[src/rtl/os_result_drain_if.sv]
// Byte-wide valid/ready stream carrying drained OS results toward the output pins.
// The master drives data/valid/last; the slave (pin-side sink) returns ready.
interface os_result_drain_if;
  logic [7:0] out_data;
  logic       out_valid;
  logic       out_ready;
  logic       out_last;

  modport master (output out_data, output out_valid, output out_last, input out_ready);
  modport slave  (input out_data, input out_valid, input out_last, output out_ready);
endinterface

[src/rtl/os_result_drain.sv]
// Captures OS-phase PE results into a slot buffer and streams them out MSB byte first.
// Optional OS_DRAIN_SAT8_EN: saturate each result to signed 8 bits, one byte per slot.
module os_result_drain #(
  parameter int NUM_OUT = 9,
  parameter int DATA_W  = 16
) (
  input  logic              clk,
  input  logic              RST,
  input  logic [3:0]        OSOutSel,
  input  logic [DATA_W-1:0] psum,
  input  logic              end_OS,
  os_result_drain_if.master byte_if,
  output logic              overflow,
  output logic              busy
);

`ifdef OS_DRAIN_SAT8_EN
  localparam int BYTES = 1;
`else
  localparam int BYTES = DATA_W / 8;
`endif
  localparam int SLOT_W = 8 * BYTES;

  localparam logic [0:0] DRAIN_WAIT = 1'b0;
  localparam logic [0:0] DRAIN_SEND = 1'b1;

  logic [SLOT_W-1:0]  buf_q [NUM_OUT];
  logic [NUM_OUT-1:0] vld_q, vld_keep, vld_d;
  logic [3:0]         rd_ptr, next_ptr, wr_idx;
  logic [1:0]         b_idx;
  logic [0:0]         state;
  logic               sel_hit, cap_ok, cap_drop, xfer, word_done;
  logic [SLOT_W-1:0]  cap_word, cur_word;

  assign sel_hit   = (OSOutSel != 4'd0) && (OSOutSel <= 4'(NUM_OUT));
  assign wr_idx    = OSOutSel - 4'd1;
  // Occupancy is judged on the pre-edge vld, so a slot finishing its drain this cycle still drops.
  assign cap_ok    = sel_hit && !vld_q[wr_idx];
  assign cap_drop  = sel_hit &&  vld_q[wr_idx];
  assign xfer      = (state == DRAIN_SEND) && byte_if.out_ready;
  assign word_done = xfer && (b_idx == 2'(BYTES - 1));
  assign next_ptr  = (rd_ptr == 4'(NUM_OUT - 1)) ? 4'd0 : rd_ptr + 4'd1;

`ifdef OS_DRAIN_SAT8_EN
  localparam logic signed [DATA_W-1:0] SAT_MAX = DATA_W'(127);
  localparam logic signed [DATA_W-1:0] SAT_MIN = DATA_W'(-128);

  always_comb begin
    if ($signed(psum) > SAT_MAX)      cap_word = 8'h7F;
    else if ($signed(psum) < SAT_MIN) cap_word = 8'h80;
    else                              cap_word = psum[7:0];
  end
`else
  assign cap_word = psum;
`endif

  // NOTE: every always_comb output gets a default first, so no path can leave it unassigned and infer a latch.
  always_comb begin
    vld_keep = vld_q;
    if (word_done) vld_keep[rd_ptr] = 1'b0;
    vld_d = vld_keep;
    if (cap_ok) vld_d[wr_idx] = 1'b1;
  end

  // NOTE: the result buffer has no reset; vld_q alone says which entries mean anything.
  always_ff @(posedge clk) begin
    if (cap_ok) buf_q[wr_idx] <= cap_word;
  end

  always_ff @(posedge clk or posedge RST) begin
    if (RST) begin
      state    <= DRAIN_WAIT;
      rd_ptr   <= 4'd0;
      b_idx    <= 2'd0;
      vld_q    <= '0;
      overflow <= 1'b0;
    end else begin
      vld_q <= vld_d;
      if (cap_drop)    overflow <= 1'b1;
      else if (end_OS) overflow <= 1'b0;

      case (state)
        DRAIN_WAIT: if (vld_q[rd_ptr]) state <= DRAIN_SEND;
        default: begin
          if (word_done) begin
            b_idx  <= 2'd0;
            rd_ptr <= next_ptr;
            // Back-to-back slots stream without a bubble when the next one is already waiting.
            if (!vld_keep[next_ptr]) state <= DRAIN_WAIT;
          end else if (xfer) begin
            b_idx <= b_idx + 2'd1;
          end
        end
      endcase
    end
  end

  assign cur_word = buf_q[rd_ptr];

  always_comb begin
    byte_if.out_data = 8'h00;
    if (state == DRAIN_SEND) begin
      for (int i = 0; i < BYTES; i++) begin
        if (b_idx == 2'(BYTES - 1 - i)) byte_if.out_data = cur_word[8*i +: 8];
      end
    end
  end

  assign byte_if.out_valid = (state == DRAIN_SEND);
  assign byte_if.out_last  = (state == DRAIN_SEND) && (rd_ptr == 4'(NUM_OUT - 1))
                             && (b_idx == 2'(BYTES - 1));
  assign busy = (|vld_q) || (state == DRAIN_SEND);

endmodule

[src/flat_wrapper.sv]
// flat-port wrapper written by rule: the top's interface ports become plain ports
module os_result_drain_flat 
#(
  parameter int NUM_OUT = 9,
  parameter int DATA_W  = 16
)
  (clk, RST, OSOutSel, psum, end_OS, overflow, busy, byte_if_out_data, byte_if_out_valid, byte_if_out_last, byte_if_out_ready);
  os_result_drain_if byte_if_i ();
  input  logic clk;
  input  logic RST;
  input  logic [3:0] OSOutSel;
  input  logic [DATA_W-1:0] psum;
  input  logic end_OS;
  output logic overflow;
  output logic busy;
  output wire logic [$bits(byte_if_i.out_data)-1:0] byte_if_out_data;
  output wire logic [$bits(byte_if_i.out_valid)-1:0] byte_if_out_valid;
  output wire logic [$bits(byte_if_i.out_last)-1:0] byte_if_out_last;
  input wire logic [$bits(byte_if_i.out_ready)-1:0] byte_if_out_ready;
  assign byte_if_out_data = byte_if_i.out_data;
  assign byte_if_out_valid = byte_if_i.out_valid;
  assign byte_if_out_last = byte_if_i.out_last;
  assign byte_if_i.out_ready = byte_if_out_ready;
  os_result_drain #(.NUM_OUT(NUM_OUT), .DATA_W(DATA_W)) u_core (.clk(clk), .RST(RST), .OSOutSel(OSOutSel), .psum(psum), .end_OS(end_OS), .byte_if(byte_if_i), .overflow(overflow), .busy(busy));
endmodule
[config.mk]
export PLATFORM = sky130hd
export DESIGN_NAME = os_result_drain_flat
export DESIGN_NICKNAME = d
export VERILOG_FILES = /design/src/rtl/os_result_drain_if.sv /design/src/rtl/os_result_drain.sv /design/src/flat_wrapper.sv
export SDC_FILE = /design/constraint.sdc
export NUM_CORES = 1
export LEC_CHECK = 0
export CORE_UTILIZATION = 59
export DETAILED_ROUTE_END_ITERATION = 8
export PLACE_DENSITY_LB_ADDON = 0.1
export SYNTH_ARGS = -nofsm -noshare
export SYNTH_HDL_FRONTEND = slang
export SYNTH_SLANG_ARGS = --single-unit
[constraint.sdc]
create_clock -name clk -period 3.3 [get_ports clk]
set_input_delay 0.33 -clock clk [delete_from_list [all_inputs] [get_ports clk]]
set_output_delay 0.33 -clock clk [all_outputs]
set_load 0.005 [all_outputs]
==> impl_metrics.env <==
export IMPL_status="finished, final reports clean"
export IMPL_slowest_delay_ns=0.57
export IMPL_ys_top_cells_by_area="edfxtp_1 (64%), mux4_2 (12%), dfrtp_1 (6.3%), mux2i_1 (2.5%), ha_1 (1.9%)"
export IMPL_hold_violations=0
export IMPL_synth_top_area_share_pct=63.95
export IMPL_cp_max_fo=16
export IMPL_synth_top_area_cell="edfxtp_1"
export IMPL_dieArea_mm2=0.01189
export IMPL_port_buffers=35
export IMPL_async_reset_ff_share_pct=10.56
export IMPL_clkSinkCount=161
export IMPL_finalCritPeriodShare_pct=94.23
export IMPL_syn_area_mm2=0.006761
export IMPL_grt_pass1_wl_um=20360
export IMPL_ir_worst_vdd_mv=0.5598
export IMPL_syn_inst=393
export IMPL_max_freq_mhz=321.6
export IMPL_place_gp_congestion=0.8749
export IMPL_cts_tree="done"
export IMPL_n_antenna_cell=0
export IMPL_route_detailed_drc=0
export IMPL_clk_pin_slew_worst_paths_ns=0.06
export IMPL_syn2layout_area_growth_pct=17.76
export IMPL_max_slew_margin_pct=56.89
export IMPL_leakagePower_nw=2.708
export IMPL_wire_per_inst_um=22.04
export IMPL_synth_ff_type="edfxtp_1"
export IMPL_yosys_warnings=0
export IMPL_dieHeight_um=109.1
export IMPL_grt_setup_unrepaired="no"
export IMPL_maxCapViolCount=0
export IMPL_nets=483
export IMPL_cp_slowest_cell="mux4_2"
export IMPL_cp_required_ns=2.97
export IMPL_rrSetupSlack_ns=0.72
export IMPL_hold_class="primary input to asynchronous set/reset pin"
export IMPL_layout_drive_gt1_share_pct=20.35
export IMPL_setup_violations=0
export IMPL_clockBufferDepth=2
export IMPL_die_x_um=109.1
export IMPL_placementRows=38
export IMPL_coreArea_mm2=0.01098
export IMPL_synthDistinctLibCells=40
export IMPL_seq_area_frac_synth_pct=70.24
export IMPL_critical_path_arrival_ns=2.78
export IMPL_synth_seq_cells=161
export IMPL_drt_wl_total_um=13270
export IMPL_gr_total_overflow=0
export IMPL_endpoint_kind="output pin"
export IMPL_min_period_ns=3.109
export IMPL_detail_route_iter0_violations=313
export IMPL_start_util_pct=61.56
export IMPL_clk_latency_ns=0.41
export IMPL_io_pin_count=36
export IMPL_ctsResizeCount=0
export IMPL_first_pass_iters=5
export IMPL_via_count=3744
export IMPL_clock_skew_ns=0.009887
export IMPL_ant_nets=0
export IMPL_final_setup_tns_ns=0
export IMPL_synthTopCellsByCount="edfxtp_1 (144), mux4_2 (36), nor2_1 (30)"
export IMPL_place_hpwl_um=8567
export IMPL_synth_edff_count=144
export IMPL_path_cells="buf_4 > mux4_2 > mux2i_1 > nor2_1 > a21oi_1 > o22ai_1 > clkdlybuf4s50_1"
export IMPL_crit_type="register to output pin"
export IMPL_grt_max_degree=29
export IMPL_cts_made_buffers=17
export IMPL_grt_util_all_layers_pct=24.65
export IMPL_maxSlewViolCount=0
export IMPL_viasPerCell=6.219
export IMPL_h_tree_depth=4
export IMPL_cts_hold_buf=0
export IMPL_worst_slew_pin_slew_ns=0.6460
export IMPL_p_per_area_mw_per_mm2=814.3
export IMPL_total_power_mw=6.484
export IMPL_root_buffer="clkbuf_16"
export IMPL_syn_nets=427
export IMPL_cts_setup_buffers=0
export IMPL_yosysMostFrequentCell="edfxtp_1"
export IMPL_grt_pass1_vias=3769
export IMPL_syn_area_per_cell_um2=17.20
export IMPL_crit_path_start_kind="register"
export IMPL_antenna_found_initial=0
[kinds of logic after synthesis]
family / synth area share [%]
flip-flops: 70.24
AND/OR/NAND/NOR: 5.459
multiplexers: 15.17
AO/OA/AOI/OAI: 4.645
buffers and inverters: 2.110
adder cells (fa/ha/maj): 1.850
XOR/XNOR: 0.5182
[layer usage]
| layer | global-route usage [%] | wire, um | vias to the layer above |
|---|---|---|---|
| li1 | - | - | 1668 |
| met1 | 32.92 | 5574 | 1884 |
| met2 | 40.52 | 6608 | 171 |
| met3 | 4.901 | 833 | 21 |
| met4 | 9.170 | 253 | 0 |
| met5 | 0 | 0 | - |
[through the flow]
step	utilization [%]	hold slack [ns]	setup WS, ns	cells	instance area [um2]
floorplan	-	0.2561	0.2687	393	6761
global placement	67.40	0.5333	0.2699	570	7402
detailed placement	67.40	0.5273	0.1899	570	7402
CTS	72.50	0.3241	0.1591	602	7963
global route	72.50	0.3726	0.02326	602	7963
finish	72.50	0.3090	0.1905	602	7963
[critical path, delay by kind of cell, from the launching register on]
kind / cells / cell delay (ns)
flops: 1 / 0.38
buf+inv: 2 / 0.78
simple gates: 1 / 0.07
compound gates: 2 / 0.40
mux: 2 / 0.72
[report_power, final]
part	internal, mW	switching, mW	total, mW	leakage (nW)
registers	2.36	0.136	2.50	1.50
logic	1.08	1.08	2.16	0.947
clock network	1.05	0.772	1.82	0.260
total	4.50	1.99	6.48	2.71
[flip-flops by register name, indices dropped and copies added (netlist names)]
name,cells
u_core.b_idx,2
u_core.byte_if.out_valid,1
u_core.vld_q,9
u_core.overflow,1
u_core.rd_ptr,4
u_core.buf_q,144
[placed cells by master, fill, tap and decap left out, types with 2 or more instances in the layout]
| cell type | count |
|---|---|
| ha_1 | 10 |
| dfrtp_1 | 16 |
| inv_6 | 3 |
| nand3_1 | 4 |
| nand4b_1 | 2 |
| a21oi_1 | 19 |
| nand2_1 | 10 |
| o21ai_0 | 19 |
| mux2i_1 | 17 |
| clkbuf_16 | 17 |
| buf_4 | 19 |
| nor2b_1 | 2 |
| o22ai_1 | 9 |
| nor3_1 | 4 |
| clkdlybuf4s50_1 | 35 |
| edfxtp_1 | 144 |
| clkinvlp_4 | 4 |
| nand4bb_1 | 2 |
| nor4_1 | 3 |
| mux4_2 | 36 |
| xnor2_1 | 3 |
| clkinv_4 | 3 |
| a211oi_1 | 2 |
| inv_1 | 13 |
| nor2_1 | 30 |
| buf_12 | 3 |
| nand3b_1 | 6 |
| mux2_2 | 4 |
| clkbuf_1 | 2 |
| nand2b_1 | 2 |
[cell type report]
class	instances	area, um2
inverters	13	48.80
fillers	694	3020
well taps	140	175.2
repair buffers	57	553.0
clock inverters	13	127.6
multi-input cells	199	1874
clock buffers	19	432.9
flip-flops and latches	161	4751
[path summary, 6_finish.rpt]
kind	startpoint	end	depth (start not counted)
min in group clk	end_OS	u_core.overflow	2
setup reg to reg	u_core.rd_ptr[1]	u_core.byte_if.out_valid	9
hold reg to reg	u_core.overflow	u_core.overflow	2
setup / recovery	u_core.rd_ptr[0]	byte_if_out_data[0]	7
hold / removal	RST	u_core.rd_ptr[3]	2
max in group asynchronous	RST	u_core.rd_ptr[0]	2
Power figures use the tool's default switching activity.
